--- src/rtl/mux_scan_reg_if.sv ---
// rtl/mux_scan_reg_if.sv - signal bundle between the lane bank and the registered scanning mux
interface mux_scan_reg_if #(
  parameter int N     = 16,
  parameter int W     = 1,
  parameter int SEL_W = 4
);
  logic [N*W-1:0]   I;
  logic             mode;
  logic [SEL_W-1:0] sel_in;
  logic             sel_load;
  logic             start;
  logic [SEL_W-1:0] sel_cur;
  logic [W-1:0]     y;
  logic             y_valid;
  logic             sel_err;
  logic             busy;
  logic             scan_done;

  modport master (
    output I, mode, sel_in, sel_load, start,
    input  sel_cur, y, y_valid, sel_err, busy, scan_done
  );

  modport slave (
    input  I, mode, sel_in, sel_load, start,
    output sel_cur, y, y_valid, sel_err, busy, scan_done
  );
endinterface

--- src/rtl/mux_scan_reg.sv ---
// rtl/mux_scan_reg.sv - registered N:1 channel mux with held select and auto-scan sequencer
module mux_scan_reg #(
  parameter int N     = 16,
  parameter int W     = 1,
  parameter int SEL_W = 4,
  parameter int HOLD  = 1
) (
  input  logic           clk,
  input  logic           rst_n,
  mux_scan_reg_if.slave  bus
);
  localparam int DW = (HOLD > 1) ? $clog2(HOLD) : 1;
  localparam logic [DW-1:0]    DWELL_LAST = DW'(HOLD - 1);
  localparam logic [SEL_W-1:0] SEL_LAST   = SEL_W'(N - 1);

  typedef enum logic [1:0] {IDLE, SCAN, DONE} state_t;

  state_t           state, state_nx;
  logic [SEL_W-1:0] sel_q, sel_nx;
  logic [DW-1:0]    dwell_q, dwell_nx;
  logic             valid_q, valid_nx;
  logic [W-1:0]     y_q, y_nx;
  logic             err_q, err_nx;

  // Datapath follows whatever the select register holds, in every state.
  always_comb begin
    y_nx = '0;
    for (int k = 0; k < N; k++) begin
      if (sel_q == SEL_W'(k)) y_nx = bus.I[k*W +: W];
    end
    err_nx = ({1'b0, sel_q} >= (SEL_W+1)'(N));
  end

  always_comb begin
    state_nx = state;
    sel_nx   = sel_q;
    dwell_nx = dwell_q;
    valid_nx = 1'b0;
    case (state)
      IDLE: begin
        if (bus.start && bus.mode) begin
          state_nx = SCAN;
          sel_nx   = '0;
          dwell_nx = '0;
        end else if (bus.sel_load) begin
          sel_nx = bus.sel_in;
        end
      end
      SCAN: begin
        // Abort wins over a completing dwell, so a partial sample is never flagged valid.
        if (!bus.mode) begin
          state_nx = IDLE;
          dwell_nx = '0;
        end else if (dwell_q == DWELL_LAST) begin
          dwell_nx = '0;
          valid_nx = 1'b1;
          if (sel_q == SEL_LAST) state_nx = DONE;
          else                   sel_nx   = sel_q + SEL_W'(1);
        end else begin
          dwell_nx = dwell_q + DW'(1);
        end
      end
      DONE:    state_nx = IDLE;
      default: state_nx = IDLE;
    endcase
  end

  always_ff @(posedge clk or negedge rst_n) begin
    if (!rst_n) begin
      state   <= IDLE;
      sel_q   <= '0;
      dwell_q <= '0;
      valid_q <= 1'b0;
      y_q     <= '0;
      err_q   <= 1'b0;
    end else begin
      state   <= state_nx;
      sel_q   <= sel_nx;
      dwell_q <= dwell_nx;
      valid_q <= valid_nx;
      y_q     <= y_nx;
      err_q   <= err_nx;
    end
  end

  assign bus.sel_cur   = sel_q;
  assign bus.y         = y_q;
  assign bus.y_valid   = valid_q;
  assign bus.sel_err   = err_q;
  assign bus.busy      = (state == SCAN);
  assign bus.scan_done = (state == DONE);
endmodule

--- src/flat_wrapper.sv ---
// flat-port wrapper written by rule: the top's interface ports become plain ports
module mux_scan_reg_flat 
#(
  parameter int N     = 16,
  parameter int W     = 1,
  parameter int SEL_W = 4,
  parameter int HOLD  = 1
)
  (clk, rst_n, bus_I, bus_mode, bus_sel_in, bus_sel_load, bus_start, bus_sel_cur, bus_y, bus_y_valid, bus_sel_err, bus_busy, bus_scan_done);
  mux_scan_reg_if #(.N(N), .W(W), .SEL_W(SEL_W)) bus_i ();
  input  logic clk;
  input  logic rst_n;
  input wire logic [$bits(bus_i.I)-1:0] bus_I;
  input wire logic [$bits(bus_i.mode)-1:0] bus_mode;
  input wire logic [$bits(bus_i.sel_in)-1:0] bus_sel_in;
  input wire logic [$bits(bus_i.sel_load)-1:0] bus_sel_load;
  input wire logic [$bits(bus_i.start)-1:0] bus_start;
  output wire logic [$bits(bus_i.sel_cur)-1:0] bus_sel_cur;
  output wire logic [$bits(bus_i.y)-1:0] bus_y;
  output wire logic [$bits(bus_i.y_valid)-1:0] bus_y_valid;
  output wire logic [$bits(bus_i.sel_err)-1:0] bus_sel_err;
  output wire logic [$bits(bus_i.busy)-1:0] bus_busy;
  output wire logic [$bits(bus_i.scan_done)-1:0] bus_scan_done;
  assign bus_i.I = bus_I;
  assign bus_i.mode = bus_mode;
  assign bus_i.sel_in = bus_sel_in;
  assign bus_i.sel_load = bus_sel_load;
  assign bus_i.start = bus_start;
  assign bus_sel_cur = bus_i.sel_cur;
  assign bus_y = bus_i.y;
  assign bus_y_valid = bus_i.y_valid;
  assign bus_sel_err = bus_i.sel_err;
  assign bus_busy = bus_i.busy;
  assign bus_scan_done = bus_i.scan_done;
  mux_scan_reg #(.N(N), .W(W), .SEL_W(SEL_W), .HOLD(HOLD)) u_core (.clk(clk), .rst_n(rst_n), .bus(bus_i));
endmodule
--- config.mk ---
export PLATFORM = sky130hd
export DESIGN_NAME = mux_scan_reg_flat
export DESIGN_NICKNAME = d
export VERILOG_FILES = /design/src/rtl/mux_scan_reg_if.sv /design/src/rtl/mux_scan_reg.sv /design/src/flat_wrapper.sv
export SDC_FILE = /design/constraint.sdc
export NUM_CORES = 1
export LEC_CHECK = 0
export CORE_UTILIZATION = 41
export CTS_CLUSTER_SIZE = 30
export DETAILED_ROUTE_END_ITERATION = 8
export HOLD_SLACK_MARGIN = 0.08
export PLACE_DENSITY = 0.83
export REMOVE_ABC_BUFFERS = 1
export SYNTH_ARGS = -nofsm -noshare
export SYNTH_HDL_FRONTEND = slang
export SYNTH_SLANG_ARGS = --single-unit
--- constraint.sdc ---
create_clock -name clk -period 3.4 [get_ports clk]
set_input_delay 0.85 -clock clk [delete_from_list [all_inputs] [get_ports clk]]
set_output_delay 0.85 -clock clk [all_outputs]
set_load 0.02 [all_outputs]
==> metrics.log <==
[metrics] First DRT Iteration DRCs: 6
[metrics] cell area after placement: between 900 and 1000 sq um
[metrics] fraction of layout instances using a drive strength above 1: a little over a tenth
[metrics] power density relative to cell area: 442 nW/um^2
[metrics] number of global-route vias before repair: ~650
[metrics] Crit path buffers/inverters: 1
[metrics] final total negative setup slack: 0 ns
[metrics] Final Hold Vio Count: 0
[metrics] TritonCTS clock tree: built
[metrics] upper clock frequency limit: 378 MHz
[metrics] part of the cycle the worst path needs: between 70% and 80%
[metrics] Crit. End Element: output pin
[metrics] largest net degree at the start of global routing: 13
[metrics] Post-CTS Repair Setup Buffers: 0
[metrics] slowest CP cell: clkdlybuf4s50_1
[metrics] Die Footprint: 1740 sq um
[metrics] initial standard-cell utilization of the core: around 47%
[metrics] Final Max Slew Viols: 0
[metrics] per-cell routed wire length: approximately 14 um
[metrics] global-route wire length before repair: around 2900 um
[metrics] antenna violations before repair: 0
[metrics] Avg Inst Size Synth: roughly 9 sq um
[metrics] Core Region: ~1400 sq um
[metrics] count of clock tree sinks: 8
[metrics] Routability Congestion: 0.810
[metrics] Yosys warning count: 0
[metrics] Max IR drop VDD: about 290 uV
[metrics] standby leakage power: approximately 0.4 nW
[metrics] antenna fix cells: 0
[metrics] highest net fanout along the worst path: 7
[metrics] final-layout fill cell count: about 120
[metrics] Hold WC Path Type: flop to flop
[metrics] overall fraction of global-route tracks in use: around a fifth
[metrics] number of placed instances, taps included: between 100 and 150
[metrics] area of the multi-input gates: roughly 400 sq um
[metrics] maximum cell stage delay along the critical path: 0.69 ns
[metrics] non-filler instance count after layout: approximately 120
[metrics] total number of vias: 674
[metrics] Top Family by Delay on Critical Path: buffers and inverters
[metrics] number of antenna-violating nets in the routed design: 0
[metrics] Hold Crit Start: u_core.state[1]
[metrics] drt via density: about 5.7
[metrics] Stages on worst setup path: 2
[metrics] Worst Setup Path Type: flop to output pin
[metrics] Final #Nets: about 130
[metrics] die boundary height: about 42 um
[metrics] asr flop ratio synth: between 90% and 100%
[metrics] CTS Buffer Depth: 2
[metrics] number of stages on the worst hold path: 1
[metrics] endpoint of the most critical register-to-register path: u_core.bus.sel_cur[3]
[metrics] cell depth of the worst flop-to-flop path: 5
[metrics] # setup viols final: 0
[metrics] horizontal extent of the die: ~42 um
[metrics] FF+latch count, synth: 8
[metrics] worst path arrival time: between 1.5 and 2 ns
[metrics] total congestion overflow after global routing: 0
[metrics] number of placed I/O pins: 34
[metrics] Maximum Capacitance Violations: 0
[metrics] Critical Path RT: about 2.6 ns
[metrics] placed wire-length estimate after detailed placement: ~1300 um
[metrics] mapped cell area: ~650 sq um
[metrics] sequential cell area: 200 sq um
[metrics] number of different library cells in the post-synthesis netlist: 38
[metrics] cells along the critical path: nor2b_1, clkdlybuf4s50_1
[metrics] Gate Count Post-Synth: 72
[metrics] Rows: 13
[metrics] number of enable-type register cells in the synthesized netlist: 0
[metrics] area growth from synthesis to final layout: 51.7%
[metrics] DRC violation count after routing: 0
[metrics] Post-Route Utilization: between 70% and 80%
[metrics] clock-pin slew on the worst setup and hold paths: 0.06 ns
[metrics] unrepaired setup endpoints after global routing: false
[metrics] total length of routed wires: between 1500 and 2000 um
[metrics] IO Port Bufs: 32
[metrics] clock tree root driver cell: clkbuf_4
[metrics] Final min period: between 2 and 3 ns
[metrics] Resize count post-CTS: 0
[metrics] crit path launch type: flop
[metrics] clock buffer count from CTS: 3
[metrics] sequential element share of the synthesized area: 31.0%
[metrics] first drt pass iteration count: 4
[metrics] outcome: complete, no violations
[metrics] most used flip-flop cell after synthesis: dfrtp_1
[metrics] commonest cells after routing, fill and taps aside: clkdlybuf4s50_1, dfrtp_1, inv_1
[metrics] hold buffer count at CTS: 0
[metrics] Worst-Skew Late Latency: around 0.26 ns
[metrics] reg2reg setup slack: 1.54 ns
[metrics] commonest non-fill, non-tap cell in the layout: clkdlybuf4s50_1
[metrics] Post-Layout Inst Area: around 980 sq um
[metrics] H-Tree Level Count: 1
[metrics] final worst clock skew: ~0.0089 ns
[metrics] critical register-to-register path startpoint: u_core.bus.sel_cur[0]
[metrics] end point of the worst hold path: u_core.state[0]
[area by class of cell]
class	instances	share of cell area [%]
Tap cell	15	1.92
Timing Repair Buffer	32	32.7
Inverter	6	2.30
Multi-Input combinational cell	54	40.4
Clock buffer	3	2.30
Sequential cell	8	20.4
[synthesized netlist by cell type (2+ instances only)]
master / n / area, sq um
o2111ai_1: 2 / 17.5
dfrtp_1: 8 / 200
inv_1: 6 / 22.5
o21ai_0: 3 / 15.0
a22oi_1: 2 / 15.0
a21oi_1: 4 / 20.0
ha_1: 4 / 50.1
nor3_1: 2 / 10.0
a32oi_1: 2 / 17.5
nor2b_1: 5 / 31.3
and2_1: 2 / 12.5
nand2_1: 5 / 18.8
mux2_2: 2 / 22.5
[where the power goes]
group          internal, mW  total, mW  leakage [nW]  switching (mW)
clock                0.0403     0.0717        0.0138          0.0314
sequential            0.114      0.142        0.0994          0.0282
combinational         0.113      0.219         0.287           0.106
total                 0.267      0.433         0.401           0.166
[through the flow]
step / total power, mW / setup slack, ns / hold WS, ns
finish: 0.433 / 0.754 / 0.516
global route: 0.469 / 0.642 / 0.569
CTS: 0.435 / 0.762 / 0.518
detailed placement: 0.361 / 0.985 / 0.525
global placement: 0.357 / 1.01 / 0.522
floorplan: 0.264 / 1.49 / 0.474
[per-layer routing]
| layer | wire length, um | track usage [%] | vias up |
|---|---|---|---|
| met5 | 0 | 0 | - |
| met4 | 7 | 5.81 | 0 |
| met3 | 106 | 6.96 | 2 |
| met2 | 788 | 31.9 | 22 |
| met1 | 743 | 27.8 | 314 |
| li1 | - | - | 336 |
[how the worst max path moves through the flow]
stage | from | end | slack, ns
floorplan | bus_sel_load | u_core.bus.sel_cur[3] | 1.49
global placement | bus_sel_load | u_core.bus.sel_cur[3] | 1.01
detailed placement | bus_sel_load | u_core.bus.sel_cur[3] | 0.98
CTS | u_core.state[0] | bus_busy | 0.76
global route | u_core.state[0] | bus_busy | 0.64
finish | u_core.state[0] | bus_busy | 0.75
[cell families after synthesis]
logic type      synth area share, %
fa+ha+maj                      7.75
mux                            5.04
flops                          31.0
buf+inv                        7.75
other cells                   0.581
simple gates                   18.8
compound gates                 29.1
[sequential cells by signal, indices dropped and copies added (netlist names)]
name / count
u_core.bus.y: 1
u_core.state: 2
u_core.bus.sel_cur: 4
u_core.bus.y_valid: 1
No activity file was read; power rests on OpenSTA's default activity.
